<file path="config.mk">
export PLATFORM = sky130hd
export DESIGN_NAME = tt_um_draft_pattern_seq_flat
export DESIGN_NICKNAME = d
export VERILOG_FILES = /design/src/rtl/tt_um_draft_pattern_seq_if.sv /design/src/rtl/tt_um_draft_pattern_seq.sv /design/src/flat_wrapper.sv
export SDC_FILE = /design/constraint.sdc
export NUM_CORES = 1
export LEC_CHECK = 0
export ABC_AREA = 1
export BUFFER_PORTS_ARGS = -buffer_cell sky130_fd_sc_hd__buf_2
export CAP_MARGIN = 40
export CORE_MARGIN = 8
export CORE_UTILIZATION = 30
export CTS_CLUSTER_DIAMETER = 100
export DETAILED_ROUTE_END_ITERATION = 8
export HOLD_SLACK_MARGIN = 0.05
export PLACE_DENSITY = 0.58
export SYNTH_ARGS = -nofsm -noshare
export SYNTH_HDL_FRONTEND = slang
export SYNTH_SLANG_ARGS = --single-unit
</file>
<file path="constraint.sdc">
create_clock -name clk -period 1.6 [get_ports clk]
set_clock_uncertainty 0.1 [all_clocks]
set_input_delay 0.24 -clock clk [delete_from_list [all_inputs] [get_ports clk]]
set_output_delay 0.24 -clock clk [all_outputs]
set_load 0.03 [all_outputs]
</file>
<file path="src/rtl/tt_um_draft_pattern_seq_if.sv">
// Pin bundle for tt_um_draft_pattern_seq: the TinyTapeout user pins other than clk/rst_n.
// master drives the inputs (harness or bench), slave is the user design.
interface tt_um_draft_pattern_seq_if;
   logic       ena;
   logic [7:0] ui_in;
   logic [7:0] uio_in;
   logic [7:0] uo_out;
   logic [7:0] uio_out;
   logic [7:0] uio_oe;

   modport master (
      output ena, ui_in, uio_in,
      input  uo_out, uio_out, uio_oe
   );

   modport slave (
      input  ena, ui_in, uio_in,
      output uo_out, uio_out, uio_oe
   );
endinterface

</file>
<file path="src/rtl/tt_um_draft_pattern_seq.sv">
// Loadable pattern sequencer on uo_out: idle / run / ping-pong / hold, stepped by a prescaler.
// Optional feature macro: PATSEQ_PINGPONG_EN (undefined: mode 10 behaves as run, no dir register).
module tt_um_draft_pattern_seq #(
   parameter int          WIDTH         = 8,
   parameter int          DEPTH         = 8,
   parameter int          PRESCALE      = 1000,
   parameter logic [7:0]  RESET_PATTERN = 8'h50
) (
   input  logic                       clk,
   input  logic                       rst_n,
   tt_um_draft_pattern_seq_if.slave   pins
);

   localparam int AW = $clog2(DEPTH);
   localparam int CW = AW + 1;
   localparam int PW = $clog2(PRESCALE + 1);

   // Bits at or above WIDTH never reach uo_out, including for the idle pattern.
   localparam logic [7:0] OUT_MASK   = 8'((9'h1 << WIDTH) - 9'h1);
   localparam logic [7:0] IDLE_SHOWN = RESET_PATTERN & OUT_MASK;

   typedef enum logic [1:0] {
      MODE_IDLE     = 2'b00,
      MODE_RUN      = 2'b01,
      MODE_PINGPONG = 2'b10,
      MODE_HOLD     = 2'b11
   } mode_e;

   logic [WIDTH-1:0] mem [DEPTH];
   logic [CW-1:0]    count;
   logic [AW-1:0]    wr_ptr;
   logic [AW-1:0]    idx;
   logic [PW-1:0]    presc;
   logic             load_q;
   logic [7:0]       uo_q;

   mode_e            mode;
   logic             load_stb;
   logic             clear;
   logic             full;
   logic             terminal;
   logic [AW-1:0]    last_idx;
   logic [AW-1:0]    run_idx;
   logic [7:0]       display;
   logic [WIDTH-1:0] wdata;

   assign mode     = mode_e'(pins.ui_in[6:5]);
   assign clear    = pins.ui_in[4];
   assign load_stb = pins.ui_in[7] & ~load_q;
   assign wdata    = pins.uio_in[WIDTH-1:0];
   assign full     = (count == CW'(DEPTH));
   assign terminal = (presc == PW'(PRESCALE - 1));
   // Only meaningful when count != 0; steps are suppressed for an empty store.
   assign last_idx = AW'(count - CW'(1));
   assign run_idx  = (idx == last_idx) ? '0 : idx + AW'(1);

`ifdef PATSEQ_PINGPONG_EN
   logic          dir_down;
   logic          go_up;
   logic [AW-1:0] pp_idx;
   logic          pp_dir_down;

   // Direction flips on arrival at an endpoint, so each endpoint is shown for one step.
   // NOTE: every always_comb output gets a default first, otherwise a missed path infers a latch.
   always_comb begin
      go_up       = 1'b1;
      pp_idx      = '0;
      pp_dir_down = 1'b0;
      if (count != CW'(1)) begin
         go_up       = dir_down ? (idx == '0) : (idx != last_idx);
         pp_idx      = go_up ? idx + AW'(1) : idx - AW'(1);
         pp_dir_down = go_up ? (pp_idx == last_idx) : (pp_idx != '0);
      end
   end
`endif

   always_comb begin
      display = IDLE_SHOWN;
      if (mode != MODE_IDLE && count != '0) begin
         display = 8'(mem[idx]);
      end
   end

   // NOTE: the pattern store is reset too, so a cleared-then-reloaded store never exposes X.
   always_ff @(posedge clk or negedge rst_n) begin
      if (!rst_n) begin
         for (int i = 0; i < DEPTH; i++) begin
            mem[i] <= '0;
         end
      end else if (!clear && load_stb && !full) begin
         mem[wr_ptr] <= wdata;
      end
   end

   // NOTE: all sequential state uses non-blocking assignments so every term sees pre-edge values.
   always_ff @(posedge clk or negedge rst_n) begin
      if (!rst_n) begin
         load_q   <= 1'b0;
         count    <= '0;
         wr_ptr   <= '0;
         idx      <= '0;
         presc    <= '0;
         uo_q     <= IDLE_SHOWN;
`ifdef PATSEQ_PINGPONG_EN
         dir_down <= 1'b0;
`endif
      end else begin
         load_q <= pins.ui_in[7];
         uo_q   <= display;
         if (clear) begin
            count    <= '0;
            wr_ptr   <= '0;
            idx      <= '0;
            presc    <= '0;
`ifdef PATSEQ_PINGPONG_EN
            dir_down <= 1'b0;
`endif
         end else begin
            if (load_stb && !full) begin
               wr_ptr <= wr_ptr + AW'(1);
               count  <= count + CW'(1);
            end
            case (mode)
               MODE_IDLE: begin
                  idx      <= '0;
                  presc    <= '0;
`ifdef PATSEQ_PINGPONG_EN
                  dir_down <= 1'b0;
`endif
               end
               MODE_HOLD: begin
               end
               default: begin
                  if (terminal) begin
                     presc <= '0;
                     if (count != '0) begin
`ifdef PATSEQ_PINGPONG_EN
                        if (mode == MODE_PINGPONG) begin
                           idx      <= pp_idx;
                           dir_down <= pp_dir_down;
                        end else begin
                           idx <= run_idx;
                        end
`else
                        idx <= run_idx;
`endif
                     end
                  end else begin
                     presc <= presc + PW'(1);
                  end
               end
            endcase
         end
      end
   end

   assign pins.uo_out  = uo_q;
   assign pins.uio_out = 8'h00;
   assign pins.uio_oe  = 8'h00;

   logic unused_ok;
   assign unused_ok = &{1'b0, pins.ena, pins.ui_in[3:0], pins.uio_in};

endmodule

</file>
<file path="src/flat_wrapper.sv">
// flat-port wrapper written by rule: the top's interface ports become plain ports
module tt_um_draft_pattern_seq_flat 
#(
   parameter int          WIDTH         = 8,
   parameter int          DEPTH         = 8,
   parameter int          PRESCALE      = 1000,
   parameter logic [7:0]  RESET_PATTERN = 8'h50
)
  (clk, rst_n, pins_ena, pins_ui_in, pins_uio_in, pins_uo_out, pins_uio_out, pins_uio_oe);
  tt_um_draft_pattern_seq_if pins_i ();
  input  logic clk;
  input  logic rst_n;
  input wire logic [$bits(pins_i.ena)-1:0] pins_ena;
  input wire logic [$bits(pins_i.ui_in)-1:0] pins_ui_in;
  input wire logic [$bits(pins_i.uio_in)-1:0] pins_uio_in;
  output wire logic [$bits(pins_i.uo_out)-1:0] pins_uo_out;
  output wire logic [$bits(pins_i.uio_out)-1:0] pins_uio_out;
  output wire logic [$bits(pins_i.uio_oe)-1:0] pins_uio_oe;
  assign pins_i.ena = pins_ena;
  assign pins_i.ui_in = pins_ui_in;
  assign pins_i.uio_in = pins_uio_in;
  assign pins_uo_out = pins_i.uo_out;
  assign pins_uio_out = pins_i.uio_out;
  assign pins_uio_oe = pins_i.uio_oe;
  tt_um_draft_pattern_seq #(.WIDTH(WIDTH), .DEPTH(DEPTH), .PRESCALE(PRESCALE), .RESET_PATTERN(RESET_PATTERN)) u_core (.clk(clk), .rst_n(rst_n), .pins(pins_i));
endmodule
</file>
# Word level (Yosys, flattened, before mapping)

Index checks and enable logic that the tools add are counted.

Add/sub/neg operators: 5
Magnitude comparators: 3
Equality and inequality tests: 5
Multiplexer cells: 19
Bitwise gates (word level): 4
Reduce and logical (&&, ||, !) cells: 14

Operators with widths:

| kind                                                       | count |
|---|---|
| bitwise mux 64 bit                                         | 1 |
| two-way mux 8 bit                                          | 4 |
| binary-select mux 8 bit (select 3 bit)                     | 1 |
| demux 8 bit (select 3 bit)                                 | 1 |
| two-way mux 10 bit                                         | 2 |
| one-hot mux 10 bit (2 select lines)                        | 1 |
| two-way mux 3 bit                                          | 6 |
| adder 10 x 1 -> 10 bit, second input constant              | 1 |
| equality test 10 bit, second input constant                | 1 |
| >= comparator 4 bit, second input constant                 | 2 |
| two-way mux 4 bit                                          | 2 |
| inverter 3 -> 4 bit                                        | 2 |
| adder 3 x 1 -> 3 bit, second input constant                | 2 |
| one-hot mux 3 bit (2 select lines)                         | 1 |
| nonzero test 3 bit                                         | 2 |
| logical AND 1 bit                                          | 5 |
| adder 4 x 1 -> 4 bit, second input constant                | 1 |
| equality test 4 bit, second input constant                 | 1 |
| less-than comparator 4 x 1 -> 1 bit, second input constant | 1 |
| nonzero test 2 bit                                         | 2 |
| nonzero test 4 bit                                         | 1 |
| equality test 3 bit                                        | 1 |
| AND reduction 3 bit                                        | 1 |
| subtractor 3 x 1 -> 3 bit, second input constant           | 1 |
| 6 further kinds                                            | 7 |

Register bits: 93
Bits of input ports: 19
Output and inout port bits: 24

# Logic depth before layout (Yosys ltp)

Gate-level depths: netlist (run 1).

Depth after elaboration: 7
Mapped depth: 11
Depth with buffers taken out: 11

# Worst setup path after synthesis (run 1)

No wires, ideal clock.

Kind: reg2reg
Start point: reg u_core.count[0]
End point: reg u_core.mem[13] (netlist name)
Setup time: 0.123 ns
Arrival: 1.458 ns
Required time: 1.377 ns
Setup slack: -0.080 ns
Stages on the path, launching flop included: 11
Buffers on the path: 2
Period minus slack after synthesis: 1.680 ns
Path through: dfrtp_1 inv_1 ha_1 nand3_2 nand3_2 nor2_4 buf_12 nand2_4 buf_6 nand2_1 o21ai_2

Word-level cells in the longest chain between the ends: 3

Ends and longest elaborated chain:

| element                       | line                           | text |
|---|---|---|
| start, declared               | tt_um_draft_pattern_seq.sv:30  | `logic [CW-1:0] count;` |
| start signal, assigned        | tt_um_draft_pattern_seq.sv:121 | `count <= count + CW'(1);` |
| equality test 4 bit           | tt_um_draft_pattern_seq.sv:51  | `assign full = (count == CW'(DEPTH));` |
| logical NOT 1 bit             | tt_um_draft_pattern_seq.sv:90  | `end else if (!clear && load_stb && !full) begin` |
| logical AND 1 bit             | tt_um_draft_pattern_seq.sv:90  |  |
| end signal, assigned by index | tt_um_draft_pattern_seq.sv:91  | `mem[wr_ptr] <= wdata;` |
| end, declared                 | tt_um_draft_pattern_seq.sv:29  | `logic [WIDTH-1:0] mem [DEPTH];` |

No other way between the ends.
A chain may end at the register's enable or synchronous reset.

# Worst setup path after layout (run 1)

Start point: reg u_core.count[1]
End point: reg u_core.mem[35] (netlist name)

Same word-level chain as after synthesis.

==> flow_metrics.env, run 1 <==
export IMPL_hold_violations=0
export IMPL_initial_utilization_pct=30.8
export IMPL_synthFlopType="dfrtp_1"
export IMPL_async_reset_ff_share_pct=100
export IMPL_drt_iter0_markers=228
export IMPL_antenna_found_initial=0
export IMPL_grt_max_degree=94
export IMPL_wl_per_cell_um=14.9
export IMPL_fp_dieArea_um2=19100
export IMPL_r2r_setup_slack_ns=-0.07
export IMPL_dieWidth_um=138
export IMPL_required_ns=1.72
export IMPL_wirelength_met1_mm=5.35
export IMPL_netlist_instances=532
export IMPL_synth_edf_count=0
export IMPL_ys_types=31
export IMPL_hpwl_mm=6.69
export IMPL_fin_crit_ns=1.67
export IMPL_root_buffer="clkbuf_16"
export IMPL_violations="negative setup slack"
export IMPL_drv_cap=0
export IMPL_grt_overflow_total=0
export IMPL_critPathCaptureType="register"
export IMPL_synthMuxAreaShare_pct=0
export IMPL_setup_viol=63
export IMPL_hold_path_class="in2reg"
export IMPL_clkSinkCount=93
export IMPL_top_layer="met4"
export IMPL_layout_setup_ws_ns=-0.0681
export IMPL_synth_warnings=0
export IMPL_clock_latency_ns=0.34
export IMPL_route_met3_wl_um=558
export IMPL_clk_pin_slew_ns=0.06
export IMPL_postRouteWirelength_mm=11.4
export IMPL_ioPinCount=43
export IMPL_power_w=0.00687
export IMPL_whs_ns=0.162
export IMPL_relSlewSlack_pct=64.9
export IMPL_drive_gt1_share_pct=24.3
export IMPL_criticalPathCategory="reg2reg"
export IMPL_startpoint_type="register"
export IMPL_synth_simple_area_share_pct=22.7
export IMPL_fin_crit_sh_pct=104
export IMPL_core_area_um2=14600
export IMPL_crit_fanout=8
export IMPL_fillers=1498
export IMPL_gp_congestion=0.761
export IMPL_syn_avg_cell_area_um2=8.45
export IMPL_ant_nets=0
export IMPL_p_leak_nw=2.55
export IMPL_tightest_slew_ns=0.527
export IMPL_synth_fa_ha_area_share_pct=1.39
export IMPL_cts_buffers=9
export IMPL_grt_pass1_wl_mm=17.0
export IMPL_ys_seq_area_share_pct=51.9
export IMPL_area_growth_pct=21.5
export IMPL_grt_usage_pct=10.8
export IMPL_rows=44
export IMPL_cts_max_level=3
export IMPL_power_density_nw_per_um2=1260
export IMPL_max_freq_mhz=599
export IMPL_synth_seq_cells=93
export IMPL_synth_xor_area_share_pct=0.780
export IMPL_drcViolationCount=0
export IMPL_netlist_area_um2=4490
export IMPL_rsz0062_at_grt="true"
export IMPL_worstPathArrival_ns=1.79
export IMPL_grt_pass1_vias=3259
export IMPL_diodes=0
export IMPL_met2_length_mm=5.28
export IMPL_synth_top_family_by_area="simple AND/OR/NAND/NOR gates"
export IMPL_ir_drop_mv=0.815
export IMPL_status="finished, violations left"
export IMPL_via_per_inst=4.73
export IMPL_dr_pass1_iters=5
export IMPL_cts_buffer_depth=2
export IMPL_finalSetupTns_ns=-2.32
export IMPL_num_vias=3617
export IMPL_final_max_slew_viol_count=0
export IMPL_final_nets=600
export IMPL_synth_compound_area_share_pct=14.2
export IMPL_cts_tree="yes"
export IMPL_io_buffers=21
export IMPL_chipHeight_um=138
## metrics by stage
stage	instance area (µm²)	setup slack (ns)	cells	utilization, %
after floorplan	4560	-0.0416	547	-
after global placement	4870	-0.0305	740	33.4
after detailed placement	4870	-0.0606	740	33.4
after CTS	5170	-0.0431	757	35.4
after global routing	5460	-0.169	764	37.4
final	5460	-0.0681	764	37.4
## repair_timing
action	in CTS	in global routing
gates cloned	0	6
setup endpoints to repair	62	76
pin swaps	1	8
gates resized for setup	3	60
hold buffers	2	0
hold endpoints to repair	92	0
setup buffers	0	1
## final cells by class
| type | instances | area, µm² | area share (%) |
|---|---|---|---|
| Clock buffer | 10 | 229 | 4.19 |
| Clock inverter | 5 | 37.5 | 0.688 |
| Inverter | 32 | 124 | 2.27 |
| Multi-Input combinational cell | 390 | 2090 | 38.4 |
| Sequential cell | 93 | 2330 | 42.7 |
| Tap cell | 184 | 230 | 4.22 |
| Timing Repair Buffer | 50 | 414 | 7.59 |
## kinds of logic after synthesis
logic type	Yosys count
compound gates	117
buf+inv	69
other cells	1
xor+xnor	4
simple gates	243
flops	93
fa+ha+maj	5
## final timing paths
path / to / cells after the start / start
max: u_core.mem[35]$_DFFE_PN0P_ / 9 / u_core.count[1]$_DFFE_PN0P_
max in group asynchronous: u_core.pins.uo_out[4]$_DFF_PN1_ / 3 / rst_n
min: u_core.mem[30]$_DFFE_PN0P_ / 3 / pins_uio_in[6]
max reg2reg: u_core.mem[35]$_DFFE_PN0P_ / 9 / u_core.count[1]$_DFFE_PN0P_
min in group asynchronous: u_core.wr_ptr[2]$_DFFE_PN0P_ / 3 / rst_n
min reg2reg: u_core.mem[40]$_DFFE_PN0P_ / 2 / u_core.mem[40]$_DFFE_PN0P_
## synth_stat cells, types with 5 or more instances
library cell  count  area (µm²)
nand2_1         136         510
dfrtp_1          91        2280
buf_6             8        90.1
nor2_1           70         263
buf_4            16         120
nand2_4           6        67.6
inv_1            30         113
o22ai_1           6        37.5
ha_1              5        62.6
o21ai_0          48         240
o21ai_2           7        61.3
a21oi_1           7        35.0
o211ai_1          6        45.0
o21ai_1          41         205
buf_2             7        35.0
nand3_1          22         110
## routing by layer
layer,up-vias,GRT usage (%)
li1,1789,-
met1,1721,14.5
met2,93,15.9
met3,14,3.29
met4,0,4.00
met5,-,0
## cells in the final DEF, fill, tap and decap left out, types with 5 or more instances in the layout
master and instances:
inv_1 28, nor2_1 61, dfrtp_1 91, nand3_1 21, a21oi_1 7, o22ai_1 6, nand2_1 102, nand2_4 7
o21ai_0 48, buf_4 21, nand2_2 31, buf_2 20, o21ai_1 36, o211ai_1 6, nor2_2 9, buf_12 5
o21ai_2 12, nand2_8 7, clkbuf_16 10, conb_1 16
## power by group
part	total [W]	internal [W]	switching (W)
clock	0.00194	0.00105	0.000888
combinational	0.00210	0.000784	0.00132
sequential	0.00282	0.00266	0.000165
total	0.00687	0.00449	0.00237
## flip-flops by register name, indices dropped and copies added (netlist names)
register / flops
u_core.count: 4
u_core.idx: 3
u_core.load_q: 1
u_core.mem: 64
u_core.pins.uo_out: 8
u_core.presc: 10
u_core.wr_ptr: 3
## worst max-delay path: stages (launching register included)
cell and delay (ns):
dfrtp_1 0.36, inv_2 0.06, ha_4 0.16, nand3_2 0.06
nand3_2 0.09, nor2_4 0.24, clkbuf_16 0.23, nand2_8 0.10
nand2_1 0.09, o21ai_1 0.06
No activity file was read; power rests on OpenSTA's default activity.
==> run 2: changes to the inputs <==
--- a/config.mk
+++ b/config.mk
@@ -5,12 +5,12 @@
 export SDC_FILE = /design/constraint.sdc
 export NUM_CORES = 1
 export LEC_CHECK = 0
-export ABC_AREA = 1
 export BUFFER_PORTS_ARGS = -buffer_cell sky130_fd_sc_hd__buf_2
 export CAP_MARGIN = 40
 export CORE_MARGIN = 8
 export CORE_UTILIZATION = 30
 export CTS_CLUSTER_DIAMETER = 100
+export CTS_CLUSTER_SIZE = 14
 export DETAILED_ROUTE_END_ITERATION = 8
 export HOLD_SLACK_MARGIN = 0.05
 export PLACE_DENSITY = 0.58
==> run 2 against run 1 <==
- via count is 23% lower
- utilization grew 2.8 points
- sequential power shrank 7.1%
- critical path type unchanged
- largest cell class unchanged
- critical endpoint is now u_core.mem[24]$_DFFE_PN0P_
- the flow still finishes with violations (negative setup slack)
- total power down 21%
==> flow_metrics.env, run 2 <==
export IMPL_power_w=0.00542
export IMPL_grt_max_degree=57
export IMPL_max_stage_delay_ns=0.36
export IMPL_netlist_instances=324
export IMPL_drv_cap=0
export IMPL_root_buffer="clkbuf_16"
export IMPL_r2r_start="u_core.count[0]$_DFFE_PN0P_"
export IMPL_synth_seq_cells=93
export IMPL_final_common_cell="dfrtp_1"
export IMPL_diodes=0
export IMPL_grt_pass1_vias=2932
export IMPL_wl_per_cell_um=16.6
export IMPL_ys_seq_area_share_pct=53.1
export IMPL_area_growth_pct=32.1
export IMPL_max_freq_mhz=529
export IMPL_status="finished, violations left"
export IMPL_hold_path_class="in2reg"
export IMPL_relSlewSlack_pct=62.3
export IMPL_rows=44
export IMPL_synth_area_leader_cell="dfrtp_1"
export IMPL_syn_avg_cell_area_um2=13.5
export IMPL_setup_viol=77
export IMPL_gp_congestion=0.751
export IMPL_antenna_found_initial=1
export IMPL_min_to="u_core.mem[32]$_DFFE_PN0P_"
export IMPL_clk_pin_slew_ns=0.07
export IMPL_cts_buffer_depth=2
export IMPL_synth_area_leaders="dfrtp_1 (52%), mux2_2 (16%), mux4_2 (8.2%)"
export IMPL_drt_iter0_markers=112
export IMPL_ioPinCount=43
export IMPL_synth_edf_count=0
export IMPL_tightest_slew_ns=0.564
export IMPL_largest_reg_flops=64
export IMPL_async_reset_ff_share_pct=100
export IMPL_yosys_top_cells_count="dfrtp_1 (91), mux2_2 (64), nor2_1 (23)"
export IMPL_worstPathArrival_ns=2.02
export IMPL_io_buffers=21
export IMPL_hold_violations=0
export IMPL_synth_warnings=0
export IMPL_fin_crit_sh_pct=118
export IMPL_cts_max_level=3
export IMPL_dieWidth_um=137
export IMPL_num_vias=2781
export IMPL_cts_buffers=9
export IMPL_grt_usage_pct=11.1
export IMPL_place_area_um2=5100
export IMPL_reg2reg_to="u_core.mem[24]$_DFFE_PN0P_"
export IMPL_crit_fanout=5
export IMPL_via_per_inst=4.69
export IMPL_grt_pass1_wl_mm=16.0
export IMPL_dr_pass1_iters=4
export IMPL_startpoint_type="register"
export IMPL_violations="negative setup slack"
export IMPL_grt_overflow_total=0
export IMPL_chipHeight_um=137
export IMPL_top_register="u_core.mem"
export IMPL_critPathCaptureType="register"
export IMPL_cts_tree="yes"
export IMPL_fp_dieArea_um2=18800
export IMPL_synthFlopType="dfrtp_1"
export IMPL_fin_crit_ns=1.89
export IMPL_postRouteWirelength_mm=9.86
export IMPL_finalSetupTns_ns=-15.85
export IMPL_crit_chain="inv_2, ha_4, nand3b_1, nand3b_1, buf_6, nor3b_4, buf_6, mux2_4"
export IMPL_initial_utilization_pct=30.4
export IMPL_final_max_slew_viol_count=0
export IMPL_final_nets=428
export IMPL_worstRegToRegCells=8
export IMPL_final_area_um2=5800
export IMPL_clock_latency_ns=0.35
export IMPL_power_density_nw_per_um2=934
export IMPL_required_ns=1.73
export IMPL_hp_start="pins_uio_in[0]"
export IMPL_final_cell_mix="dfrtp_1 (89), mux2_4 (40), buf_4 (38)"
export IMPL_r2r_setup_slack_ns=-0.29
export IMPL_rsz0062_at_grt="true"
export IMPL_ys_types=40
export IMPL_min_path_cells=2
export IMPL_core_area_um2=14400
export IMPL_p_leak_nw=2.68
export IMPL_yosysMostFrequentCell="dfrtp_1"
export IMPL_cpMaxStageDelayCell="dfrtp_1"
export IMPL_criticalPathCategory="reg2reg"
export IMPL_layout_setup_ws_ns=-0.289
export IMPL_netlist_area_um2=4390
export IMPL_drive_gt1_share_pct=49.9
export IMPL_synth_top_area_share_pct=51.9
export IMPL_ir_drop_mv=0.740
export IMPL_drcViolationCount=0
export IMPL_ant_nets=0
export IMPL_clkSinkCount=93
export IMPL_hpwl_mm=6.60
[run 2: worst max path at each step]
stage / from / endpoint
floorplan: u_core.count[0]$_DFFE_PN0P_ / u_core.mem[40]$_DFFE_PN0P_
detailed placement: u_core.count[0]$_DFFE_PN0P_ / u_core.mem[15]$_DFFE_PN0P_
global route: u_core.count[0]$_DFFE_PN0P_ / u_core.mem[45]$_DFFE_PN0P_
CTS: u_core.count[1]$_DFFE_PN0P_ / u_core.mem[24]$_DFFE_PN0P_
global placement: u_core.count[0]$_DFFE_PN0P_ / u_core.mem[13]$_DFFE_PN0P_
finish: u_core.count[0]$_DFFE_PN0P_ / u_core.mem[24]$_DFFE_PN0P_
[run 2: power breakdown]
group	total (W)	switching, W	leakage, nW	internal (W)
Clock	0.00208	0.000962	0.138	0.00112
Combinational	0.000716	0.000342	1.29	0.000373
Sequential	0.00262	0.0000958	1.25	0.00253
[run 2: logic make-up (layout without fill, tap and decap cells)]
kind of cell	count (synthesis)	in the layout	share of synthesized area (%)
compound gates	16	16	2.14
xor+xnor	16	16	3.51
fa+ha+maj	5	5	1.43
buf+inv	30	100	4.02
flops	93	93	53.1
mux	86	86	26.0
other cells	1	16	0.0854
simple gates	77	77	9.75
[run 2: worst max-delay path: cells and delay by family, from the launching register on]
kind / cells / cell delay (ns)
muxes: 1 / 0.30
and+or+nand+nor: 3 / 0.49
adders and majority gates: 1 / 0.15
buffers and inverters: 3 / 0.38
DFF: 1 / 0.36
[run 2: metal layers]
metal	track usage [%]	share of wire (%)
met1	14.4	47
met2	17.2	47
met3	4.00	4.8
met4	3.02	0.91
met5	0	0.10
[run 2: timing repair]
action	in CTS	in global routing
endpoints found under the setup margin	85	86
hold buffers	2	0
buffers inserted	3	12
hold endpoints to repair	92	0
pin swaps	6	6
resized for setup	39	23
[run 2: metrics by stage]
step	instances	setup slack (ns)	hold slack (ns)	util, %
5_1_grt	593	-0.378	0.135	40.2
3_3_place_gp	560	-0.416	0.0406	35.3
6_report	593	-0.289	0.144	40.2
3_5_place_dp	560	-0.450	0.0433	35.3
4_1_cts	581	-0.275	0.127	38.6
2_1_floorplan	339	-0.472	-0.156	-
[run 2: layout make-up]
type | count | area (µm²)
clock buffers | 10 | 239
clock inverters | 6 | 52.6
fillers | 1352 | 8620
inverters | 2 | 7.51
multi-input cells | 216 | 2210
flip-flops and latches | 93 | 2330
well taps | 184 | 230
repair buffers | 82 | 723
